### src/rtl/input_debounce_pair_pkg.sv
// Shared constants for the two-channel switch debouncer: FSM state encodings and default debounce length.
package db_pkg;

  localparam logic [1:0] S_LO     = 2'b00;
  localparam logic [1:0] S_CHK_HI = 2'b01;
  localparam logic [1:0] S_HI     = 2'b11;
  localparam logic [1:0] S_CHK_LO = 2'b10;

  localparam int DB_CYCLES_DEFAULT = 1000;

  typedef enum logic [1:0] {
    ST_LO     = S_LO,
    ST_CHK_HI = S_CHK_HI,
    ST_HI     = S_HI,
    ST_CHK_LO = S_CHK_LO
  } db_state_t;

endpackage

### src/rtl/input_debounce_pair_if.sv
// Signal bundle of the debouncer: raw switch levels in, clean levels, edge pulses and FSM state out.
interface input_debounce_pair_if;
  // Plain level interface: no valid/ready handshake; every output is a registered level
  // that is meaningful on every cycle outside reset.
  logic       a_raw_i;
  logic       b_raw_i;
  logic       a_o;
  logic       b_o;
  logic       a_rise_o;
  logic       a_fall_o;
  logic       b_rise_o;
  logic       b_fall_o;
  logic [1:0] a_state_o;
  logic [1:0] b_state_o;

  modport master (
    output a_raw_i, b_raw_i,
    input  a_o, b_o, a_rise_o, a_fall_o, b_rise_o, b_fall_o, a_state_o, b_state_o
  );

  modport slave (
    input  a_raw_i, b_raw_i,
    output a_o, b_o, a_rise_o, a_fall_o, b_rise_o, b_fall_o, a_state_o, b_state_o
  );
endinterface

### src/rtl/input_debounce_pair_chan.sv
// One debounce channel: 2-flop synchronizer feeding a counter-qualified 4-state FSM.
// Optional registered edge pulses when DEBOUNCE_EDGE_PULSE_EN is defined; otherwise tied to 0.
module debounce_chan
  import db_pkg::*;
#(
  parameter int DB_CYCLES = DB_CYCLES_DEFAULT
) (
  input  logic       clk,
  input  logic       rst,
  input  logic       i_raw,
  output logic       o_level,
  output logic       o_rise,
  output logic       o_fall,
  output logic [1:0] o_state
);

  localparam int CNT_W = $clog2(DB_CYCLES) + 1;
  localparam logic [CNT_W-1:0] C_LAST = CNT_W'(DB_CYCLES - 1);

  logic             r_sync1;
  logic             r_sync2;
  db_state_t        r_state;
  logic [CNT_W-1:0] r_cnt;
  logic             r_out;
  logic             w_s;

`ifdef DEBOUNCE_EDGE_PULSE_EN
  logic r_rise;
  logic r_fall;
`endif

  assign w_s = r_sync2;

  always_ff @(posedge clk or posedge rst) begin
    if (rst) begin
      r_sync1 <= 1'b0;
      r_sync2 <= 1'b0;
      r_state <= ST_LO;
      r_cnt   <= '0;
      r_out   <= 1'b0;
`ifdef DEBOUNCE_EDGE_PULSE_EN
      r_rise  <= 1'b0;
      r_fall  <= 1'b0;
`endif
    end else begin
      r_sync1 <= i_raw;
      r_sync2 <= r_sync1;
`ifdef DEBOUNCE_EDGE_PULSE_EN
      r_rise  <= 1'b0;
      r_fall  <= 1'b0;
`endif
      case (r_state)
        ST_LO: begin
          if (w_s) begin
            r_state <= ST_CHK_HI;
            r_cnt   <= CNT_W'(1);
          end
        end
        ST_CHK_HI: begin
          // Any return to the old level discards all progress.
          if (!w_s) begin
            r_state <= ST_LO;
            r_cnt   <= '0;
          end else if (r_cnt == C_LAST) begin
            r_state <= ST_HI;
            r_out   <= 1'b1;
            r_cnt   <= '0;
`ifdef DEBOUNCE_EDGE_PULSE_EN
            r_rise  <= 1'b1;
`endif
          end else begin
            r_cnt <= r_cnt + CNT_W'(1);
          end
        end
        ST_HI: begin
          if (!w_s) begin
            r_state <= ST_CHK_LO;
            r_cnt   <= CNT_W'(1);
          end
        end
        ST_CHK_LO: begin
          if (w_s) begin
            r_state <= ST_HI;
            r_cnt   <= '0;
          end else if (r_cnt == C_LAST) begin
            r_state <= ST_LO;
            r_out   <= 1'b0;
            r_cnt   <= '0;
`ifdef DEBOUNCE_EDGE_PULSE_EN
            r_fall  <= 1'b1;
`endif
          end else begin
            r_cnt <= r_cnt + CNT_W'(1);
          end
        end
        default: begin
          r_state <= ST_LO;
          r_cnt   <= '0;
          r_out   <= 1'b0;
        end
      endcase
    end
  end

  assign o_level = r_out;
  assign o_state = r_state;

`ifdef DEBOUNCE_EDGE_PULSE_EN
  assign o_rise = r_rise;
  assign o_fall = r_fall;
`else
  assign o_rise = 1'b0;
  assign o_fall = 1'b0;
`endif

endmodule

### src/rtl/input_debounce_pair.sv
// Two independent switch debouncers (A and B) feeding a downstream AND stage; wiring only.
// Edge pulses are enabled by defining DEBOUNCE_EDGE_PULSE_EN.
module input_debounce_pair
  import db_pkg::*;
#(
  parameter int DB_CYCLES = DB_CYCLES_DEFAULT
) (
  input logic                  clk,
  input logic                  rst,
  input_debounce_pair_if.slave bus
);

  debounce_chan #(.DB_CYCLES(DB_CYCLES)) u_chan_a (
    .clk     (clk),
    .rst     (rst),
    .i_raw   (bus.a_raw_i),
    .o_level (bus.a_o),
    .o_rise  (bus.a_rise_o),
    .o_fall  (bus.a_fall_o),
    .o_state (bus.a_state_o)
  );

  debounce_chan #(.DB_CYCLES(DB_CYCLES)) u_chan_b (
    .clk     (clk),
    .rst     (rst),
    .i_raw   (bus.b_raw_i),
    .o_level (bus.b_o),
    .o_rise  (bus.b_rise_o),
    .o_fall  (bus.b_fall_o),
    .o_state (bus.b_state_o)
  );

endmodule

### src/flat_wrapper.sv
// flat-port wrapper written by rule: the top's interface ports become plain ports
module input_debounce_pair_flat import db_pkg::*;
#(
  parameter int DB_CYCLES = DB_CYCLES_DEFAULT
)
  (clk, rst, bus_a_raw_i, bus_b_raw_i, bus_a_o, bus_b_o, bus_a_rise_o, bus_a_fall_o, bus_b_rise_o, bus_b_fall_o, bus_a_state_o, bus_b_state_o);
  input_debounce_pair_if bus_i ();
  input logic clk;
  input logic rst;
  input wire logic [$bits(bus_i.a_raw_i)-1:0] bus_a_raw_i;
  input wire logic [$bits(bus_i.b_raw_i)-1:0] bus_b_raw_i;
  output wire logic [$bits(bus_i.a_o)-1:0] bus_a_o;
  output wire logic [$bits(bus_i.b_o)-1:0] bus_b_o;
  output wire logic [$bits(bus_i.a_rise_o)-1:0] bus_a_rise_o;
  output wire logic [$bits(bus_i.a_fall_o)-1:0] bus_a_fall_o;
  output wire logic [$bits(bus_i.b_rise_o)-1:0] bus_b_rise_o;
  output wire logic [$bits(bus_i.b_fall_o)-1:0] bus_b_fall_o;
  output wire logic [$bits(bus_i.a_state_o)-1:0] bus_a_state_o;
  output wire logic [$bits(bus_i.b_state_o)-1:0] bus_b_state_o;
  assign bus_i.a_raw_i = bus_a_raw_i;
  assign bus_i.b_raw_i = bus_b_raw_i;
  assign bus_a_o = bus_i.a_o;
  assign bus_b_o = bus_i.b_o;
  assign bus_a_rise_o = bus_i.a_rise_o;
  assign bus_a_fall_o = bus_i.a_fall_o;
  assign bus_b_rise_o = bus_i.b_rise_o;
  assign bus_b_fall_o = bus_i.b_fall_o;
  assign bus_a_state_o = bus_i.a_state_o;
  assign bus_b_state_o = bus_i.b_state_o;
  input_debounce_pair #(.DB_CYCLES(DB_CYCLES)) u_core (.clk(clk), .rst(rst), .bus(bus_i));
endmodule
### config.mk
export PLATFORM = sky130hd
export DESIGN_NAME = input_debounce_pair_flat
export DESIGN_NICKNAME = d
export VERILOG_FILES = /design/src/rtl/input_debounce_pair_pkg.sv /design/src/rtl/input_debounce_pair_if.sv /design/src/rtl/input_debounce_pair_chan.sv /design/src/rtl/input_debounce_pair.sv /design/src/flat_wrapper.sv
export SDC_FILE = /design/constraint.sdc
export NUM_CORES = 1
export LEC_CHECK = 0
export ABC_AREA = 1
export BUFFER_PORTS_ARGS = -buffer_cell sky130_fd_sc_hd__buf_4
export CAP_MARGIN = 0
export CELL_PAD_IN_SITES_DETAIL_PLACEMENT = 0
export CELL_PAD_IN_SITES_GLOBAL_PLACEMENT = 1
export CORE_ASPECT_RATIO = 1.25
export CORE_MARGIN = 5
export CORE_UTILIZATION = 44
export CTS_CLUSTER_DIAMETER = 60
export DETAILED_ROUTE_END_ITERATION = 8
export GPL_ROUTABILITY_DRIVEN = 0
export PLACE_DENSITY = 0.81
export SLEW_MARGIN = 20
export SYNTH_ARGS = -nofsm -noshare
export SYNTH_HDL_FRONTEND = slang
export SYNTH_SLANG_ARGS = --single-unit
### constraint.sdc
create_clock -name clk -period 1.8 [get_ports clk]
set_input_delay 0.18 -clock clk [delete_from_list [all_inputs] [get_ports clk]]
set_output_delay 0.18 -clock clk [all_outputs]
set_load 0.01 [all_outputs]
==> results of run 1 <==
-- through the flow --
step                cell area, µm²  util [%]
floorplan                     1971         -
global placement              2086     47.86
finish                        2225     51.05
CTS                           2212     50.76
global route                  2225     51.05
detailed placement            2086     47.86
-- Yosys cell counts --
cell type  count  area [µm²]
inv_2          1       3.750
buf_4          4       30.03
conb_1         1       3.750
o21ai_1        2       10.01
a21oi_1        4       20.02
o21ai_4        2       32.53
nor2_1        32       120.1
nand2_1       72       270.3
ha_1          10       125.1
nand3b_1       2       15.01
nand2_2        3       18.77
nor2_2         3       18.77
inv_1         34       127.6
nand3_2        1       10.01
nand4_1        6       37.54
o21ai_0       15       75.07
xor2_1         5       43.79
nand2_4        1       11.26
dfrtp_1       32       800.8
buf_6          2       22.52
o21ai_2        1       8.760
or2_1          1       6.260
o21bai_1       3       22.52
nand3_1       25       125.1
-- cells by family after synthesis --
kind of cell / count (synthesis)
flops: 32
xor+xnor: 5
compound gates: 27
simple gates: 146
buf+inv: 41
fa+ha+maj: 10
other cells: 1
-- sequential cells by signal, summed over array words and instances, names as in the netlist, 2 cells and up --
name,flops
u_core.u_chan_b.r_cnt,11
u_core.u_chan_a.o_state,2
u_core.u_chan_b.o_state,2
u_core.u_chan_a.r_cnt,11
-- where the power goes --
part	leakage (nW)	switching, mW	internal (mW)	total (mW)
Clock	0.0503	0.252	0.340	0.592
Sequential	0.427	0.109	0.818	0.927
Combinational	0.607	0.703	0.412	1.11
Total	1.08	1.06	1.57	2.63
-- repair_timing --
item,in CTS,in global routing
endpoints found under the setup margin,0,9
hold endpoints to repair,11,0
gates resized for setup,0,3
hold buffers,3,0
-- cells in the final DEF, fill, tap and decap left out, drive strengths merged --
| cell | n |
|---|---|
| xor2 | 5 |
| buf | 11 |
| nor2 | 35 |
| a21oi | 4 |
| nand4 | 6 |
| o21bai | 3 |
| inv | 35 |
| o21ai | 20 |
| nand3b | 2 |
| dfrtp | 32 |
| clkbuf | 7 |
| or2 | 1 |
| nand2 | 76 |
| conb | 4 |
| nand3 | 26 |
| dlygate4sd3 | 3 |
| ha | 10 |
-- per-layer routing --
layer / track usage (%) / part of all wire (%)
met1: 15.75 / 44
met2: 27.52 / 53
met3: 3.952 / 2.3
met4: 5.052 / 0.98
met5: 0 / 0
-- worst max path at each step --
stage	from	end	slack [ns]	cells after the start
floorplan	u_core.u_chan_b.o_state[0]	u_core.u_chan_b.r_cnt[1]	0.29	7
global placement	u_core.u_chan_a.o_state[0]	u_core.u_chan_a.r_cnt[2]	0.13	6
detailed placement	u_core.u_chan_a.o_state[0]	u_core.u_chan_a.r_cnt[6]	0.09	6
CTS	u_core.u_chan_a.o_state[0]	u_core.u_chan_a.r_cnt[6]	0.08	6
global route	u_core.u_chan_a.o_state[0]	u_core.u_chan_a.r_cnt[8]	0.002	8
finish	u_core.u_chan_a.o_state[0]	u_core.u_chan_a.r_cnt[8]	0.17	8
-- final cells by class --
type                            count  area share (%)
Clock buffer                        7           4.331
Inverter                           35           5.906
Multi-Input combinational cell    192           44.88
Sequential cell                    32           36.00
Tap cell                           58           3.262
Timing Repair Buffer               14           5.624
-- critical path: stages, from the launching register on --
cell     delay (ns)
dfrtp_1        0.42
inv_1          0.10
ha_1           0.16
inv_1          0.05
o21ai_0        0.32
nand2_1        0.18
nand2_2        0.14
nand2_4        0.09
nor2_1         0.09
==> results.json, run 1 <==
{
  "crit_path_end_kind": "flip-flop",
  "yosys.area_share.adder_pct": 6.386,
  "syn_inst": 262,
  "die_h_um": 84.61,
  "ir_worst_vdd_v": 0.0008304,
  "yosysWarnings": 0,
  "period_share_pct": 90.72,
  "grt_max_degree": 24,
  "drt_iter0_drc": 60,
  "reg2regPathDepth": 8,
  "pin_count": 14,
  "fmax_mhz": 612.4,
  "final_cells": 338,
  "dp_cells": 328,
  "wl_um": 3791,
  "synthMuxAreaShare_pct": 0,
  "setup_viol": 0,
  "hold-worst-slack_ns": 0.3486,
  "antenna_cells": 0,
  "antenna_found_initial": 0,
  "cp-start-kind": "flip-flop",
  "r2r_slack_ns": 0.17,
  "h-tree-depth": 2,
  "numPortBuffers": 9,
  "outcome": "completed",
  "synth_compound_area_share_pct": 8.621,
  "clk_path_buf_depth": 2,
  "hold_class": "reg -> reg",
  "whs_endpoint": "u_core.u_chan_b.r_sync2",
  "fin_tns_setup_ns": 0,
  "synthSimpleGateAreaFrac_pct": 32.31,
  "grt.total_usage_pct": 14.69,
  "grt_pass1_wl_um": 7148,
  "pwr_density_cell_nw_per_um2": 1183,
  "fin_ws_ns": 0.1670,
  "ant_nets": 0,
  "synth_seq_cells": 32,
  "drive_gt1_share_pct": 11.07,
  "total_power_mw": 2.633,
  "path_class": "reg -> reg",
  "synth_area_um2": 1959,
  "slew_viol_final": 0,
  "holdPathStages": 0,
  "start_util_pct": 44.96,
  "synth_xor_area_share_pct": 2.235,
  "die_area_um2": 5896,
  "rr_endpoint": "u_core.u_chan_a.r_cnt[8]",
  "multi_input_area_um2": 998.5,
  "min_period_ns": 1.633,
  "rows": 27,
  "hpwl_um": 2834,
  "drv_cap": 0,
  "required_ns": 2.01,
  "yosysSeqAreaShare_pct": 40.87,
  "viasPerCell": 4.778,
  "clk_latency_ns": 0.28,
  "p_leak_nw": 1.083,
  "root_buffer": "clkbuf_8",
  "chipWidth_um": 69.69,
  "place_ws_ns": 0.09038,
  "syn_to_final_growth_pct": 13.54,
  "drt_first_pass_iters": 4,
  "grt_pass1_vias": 1667,
  "synth_area_per_cell_um2": 7.479,
  "nFillCells": 424,
  "rr_startpoint": "u_core.u_chan_a.o_state[0]",
  "fin_nets": 294,
  "grt_overflow": 0,
  "postCtsSetupBuffers": 0,
  "core_um2": 4358,
  "hold_viol": 0,
  "drc_errors": 0,
  "rsz0062_at_grt": "false",
  "ys_types": 24,
  "clk_pin_slew_ns": 0.07,
  "synth_top_family_by_area": "simple AND/OR/NAND/NOR gates",
  "wire_per_inst_um": 11.22,
  "final-seq-area_um2": 800.8,
  "cts_buffers": 5,
  "crit_arrival_ns": 1.84,
  "cts.sinks": 32,
  "skew_ns": 0.006348,
  "vias": 1615,
  "hp-start": "u_core.u_chan_b.r_sync1",
  "crit_fanout": 8,
  "cts_tree": "built"
}
(Power assumes the default switching activity.)
==> run 2, diff against run 1 <==
--- a/config.mk
+++ b/config.mk
@@ -17,7 +17,7 @@
 export DETAILED_ROUTE_END_ITERATION = 8
 export GPL_ROUTABILITY_DRIVEN = 0
 export PLACE_DENSITY = 0.81
-export SLEW_MARGIN = 20
+export SLEW_MARGIN = 25
 export SYNTH_ARGS = -nofsm -noshare
 export SYNTH_HDL_FRONTEND = slang
 export SYNTH_SLANG_ARGS = --single-unit
==> constraint.sdc (replaced) <==
create_clock -name clk -period 1.63 [get_ports clk]
set_input_delay 0.163 -clock clk [delete_from_list [all_inputs] [get_ports clk]]
set_output_delay 0.163 -clock clk [all_outputs]
set_load 0.01 [all_outputs]
==> results.json, run 2 (synthesis results as in run 1) <==
{
  "outcome": "completed",
  "setup_viol": 0,
  "die_h_um": 84.61,
  "clk_pin_slew_ns": 0.06,
  "hold_viol": 0,
  "drive_gt1_share_pct": 16.03,
  "root_buffer": "clkbuf_8",
  "slew_viol_final": 0,
  "crit_path_end_kind": "flip-flop",
  "syn_to_final_growth_pct": 16.35,
  "antenna_found_initial": 0,
  "drc_errors": 0,
  "chipWidth_um": 69.69,
  "grt_pass1_vias": 1662,
  "crit_arrival_ns": 1.74,
  "cts_buffers": 5,
  "numPortBuffers": 9,
  "pwr_density_cell_nw_per_um2": 1316,
  "fin_nets": 300,
  "fmax_mhz": 656.6,
  "layout_common_cells": "nand2_1 (70), inv_1 (33), nor2_1 (31)",
  "layout_commonest_cell": "nand2_1",
  "cp-start-kind": "flip-flop",
  "drt_iter0_drc": 45,
  "cts_tree": "built",
  "clk_latency_ns": 0.28,
  "die_area_um2": 5896,
  "ant_nets": 0,
  "r2r_slack_ns": 0.11,
  "ir_worst_vdd_v": 0.0007466,
  "period_share_pct": 93.44,
  "cts.sinks": 32,
  "wl_um": 3867,
  "required_ns": 1.85,
  "viasPerCell": 4.791,
  "hpwl_um": 2949,
  "top_regs": "u_core.u_chan_a.r_cnt: 11 flops, u_core.u_chan_b.r_cnt: 11 flops",
  "vias": 1653,
  "drt_first_pass_iters": 4,
  "wire_per_inst_um": 11.21,
  "fin_tns_setup_ns": 0,
  "antenna_cells": 0,
  "pin_count": 14,
  "grt_pass1_wl_um": 7196,
  "start_util_pct": 44.96,
  "min_period_ns": 1.523,
  "rsz0062_at_grt": "true",
  "crit_fanout": 5,
  "fin_util_pct": 52.31,
  "grt_overflow": 0,
  "skew_ns": 0.004818,
  "core_um2": 4358,
  "grt_max_degree": 24,
  "rows": 27,
  "p_leak_nw": 1.102,
  "total_power_mw": 2.999,
  "drv_cap": 0,
  "clk_path_buf_depth": 2,
  "nFillCells": 444,
  "hold_class": "reg -> reg",
  "path_class": "reg -> reg",
  "grt.total_usage_pct": 15.00,
  "h-tree-depth": 2
}
run 2: changes by cell type in the layout (fill, tap and decap cells not counted), moves of 2 or more:
cell | before | now
buf_4 | 10 | 15
clkbuf_1 | 0 | 2
dfrtp_1 | 32 | 29
dfrtp_2 | 0 | 3
ha_1 | 10 | 8
ha_2 | 0 | 2
nand2_1 | 72 | 70
nand2_2 | 3 | 5
o21ai_2 | 0 | 2
run 2: worst paths after layout:
| path | to | start | depth (start not counted) |
|---|---|---|---|
| max | u_core.u_chan_b.r_cnt[5] | u_core.u_chan_b.o_state[0] | 9 |
| min | u_core.u_chan_a.r_sync2 | u_core.u_chan_a.r_sync1 | 0 |
| max reg2reg | u_core.u_chan_b.r_cnt[5] | u_core.u_chan_b.o_state[0] | 9 |
| min reg2reg | u_core.u_chan_a.r_sync2 | u_core.u_chan_a.r_sync1 | 0 |
| max in group asynchronous | u_core.u_chan_a.o_state[1] | rst | 4 |
| min in group asynchronous | u_core.u_chan_b.r_sync2 | rst | 3 |
run 2: power breakdown:
| part | switching [mW] | internal (mW) | total (mW) | leakage (nW) |
|---|---|---|---|---|
| clock | 0.278 | 0.344 | 0.622 | 0.0455 |
| combinational | 0.799 | 0.546 | 1.34 | 0.634 |
| sequential | 0.121 | 0.911 | 1.03 | 0.423 |
| total | 1.20 | 1.80 | 3.00 | 1.10 |
run 2: per-stage QoR:
stage | cell area (µm²) | hold WS (ns) | std cells | setup WS, ns
global placement | 2108 | 0.1902 | 331 | 0.05455
finish | 2280 | 0.3503 | 345 | 0.1070
floorplan | 1971 | 0.1944 | 265 | 0.1192
detailed placement | 2108 | 0.1897 | 331 | 0.05849
global route | 2280 | 0.3703 | 345 | -0.007194
CTS | 2228 | 0.3549 | 342 | 0.03043
run 2: critical path: stages, from the launching register on:
cell     delay (ns)
dfrtp_2        0.43
inv_1          0.09
ha_1           0.14
inv_1          0.04
or2_1          0.22
nand2_2        0.09
nand2_1        0.11
nand2_2        0.12
nand2_2        0.11
nor2_1         0.11
run 2: repair_timing:
| action | CTS | global route |
|---|---|---|
| resized for setup | 0 | 14 |
| hold buffers | 3 | 0 |
| setup buffers | 0 | 3 |
| endpoints found under the hold margin | 11 | 0 |
| setup endpoints to repair | 0 | 20 |
run 2: layout make-up:
type | instances | area [µm²] | share of cell area (%)
Multi-Input combinational cell | 192 | 1007 | 44.18
Sequential cell | 32 | 804.5 | 35.29
Timing Repair Buffer | 20 | 173.9 | 7.629
Inverter | 35 | 131.4 | 5.763
Clock buffer | 8 | 90.09 | 3.952
Tap cell | 58 | 72.57 | 3.183
run 2: layer usage:
metal	vias up	share of wire (%)	wire, µm	global-route usage [%]
met1	760	43	1678	16.37
met3	10	2.2	84	3.952
met4	0	2.5	97	7.317
li1	869	-	-	-
met5	-	0	0	0
met2	14	52	2007	26.74
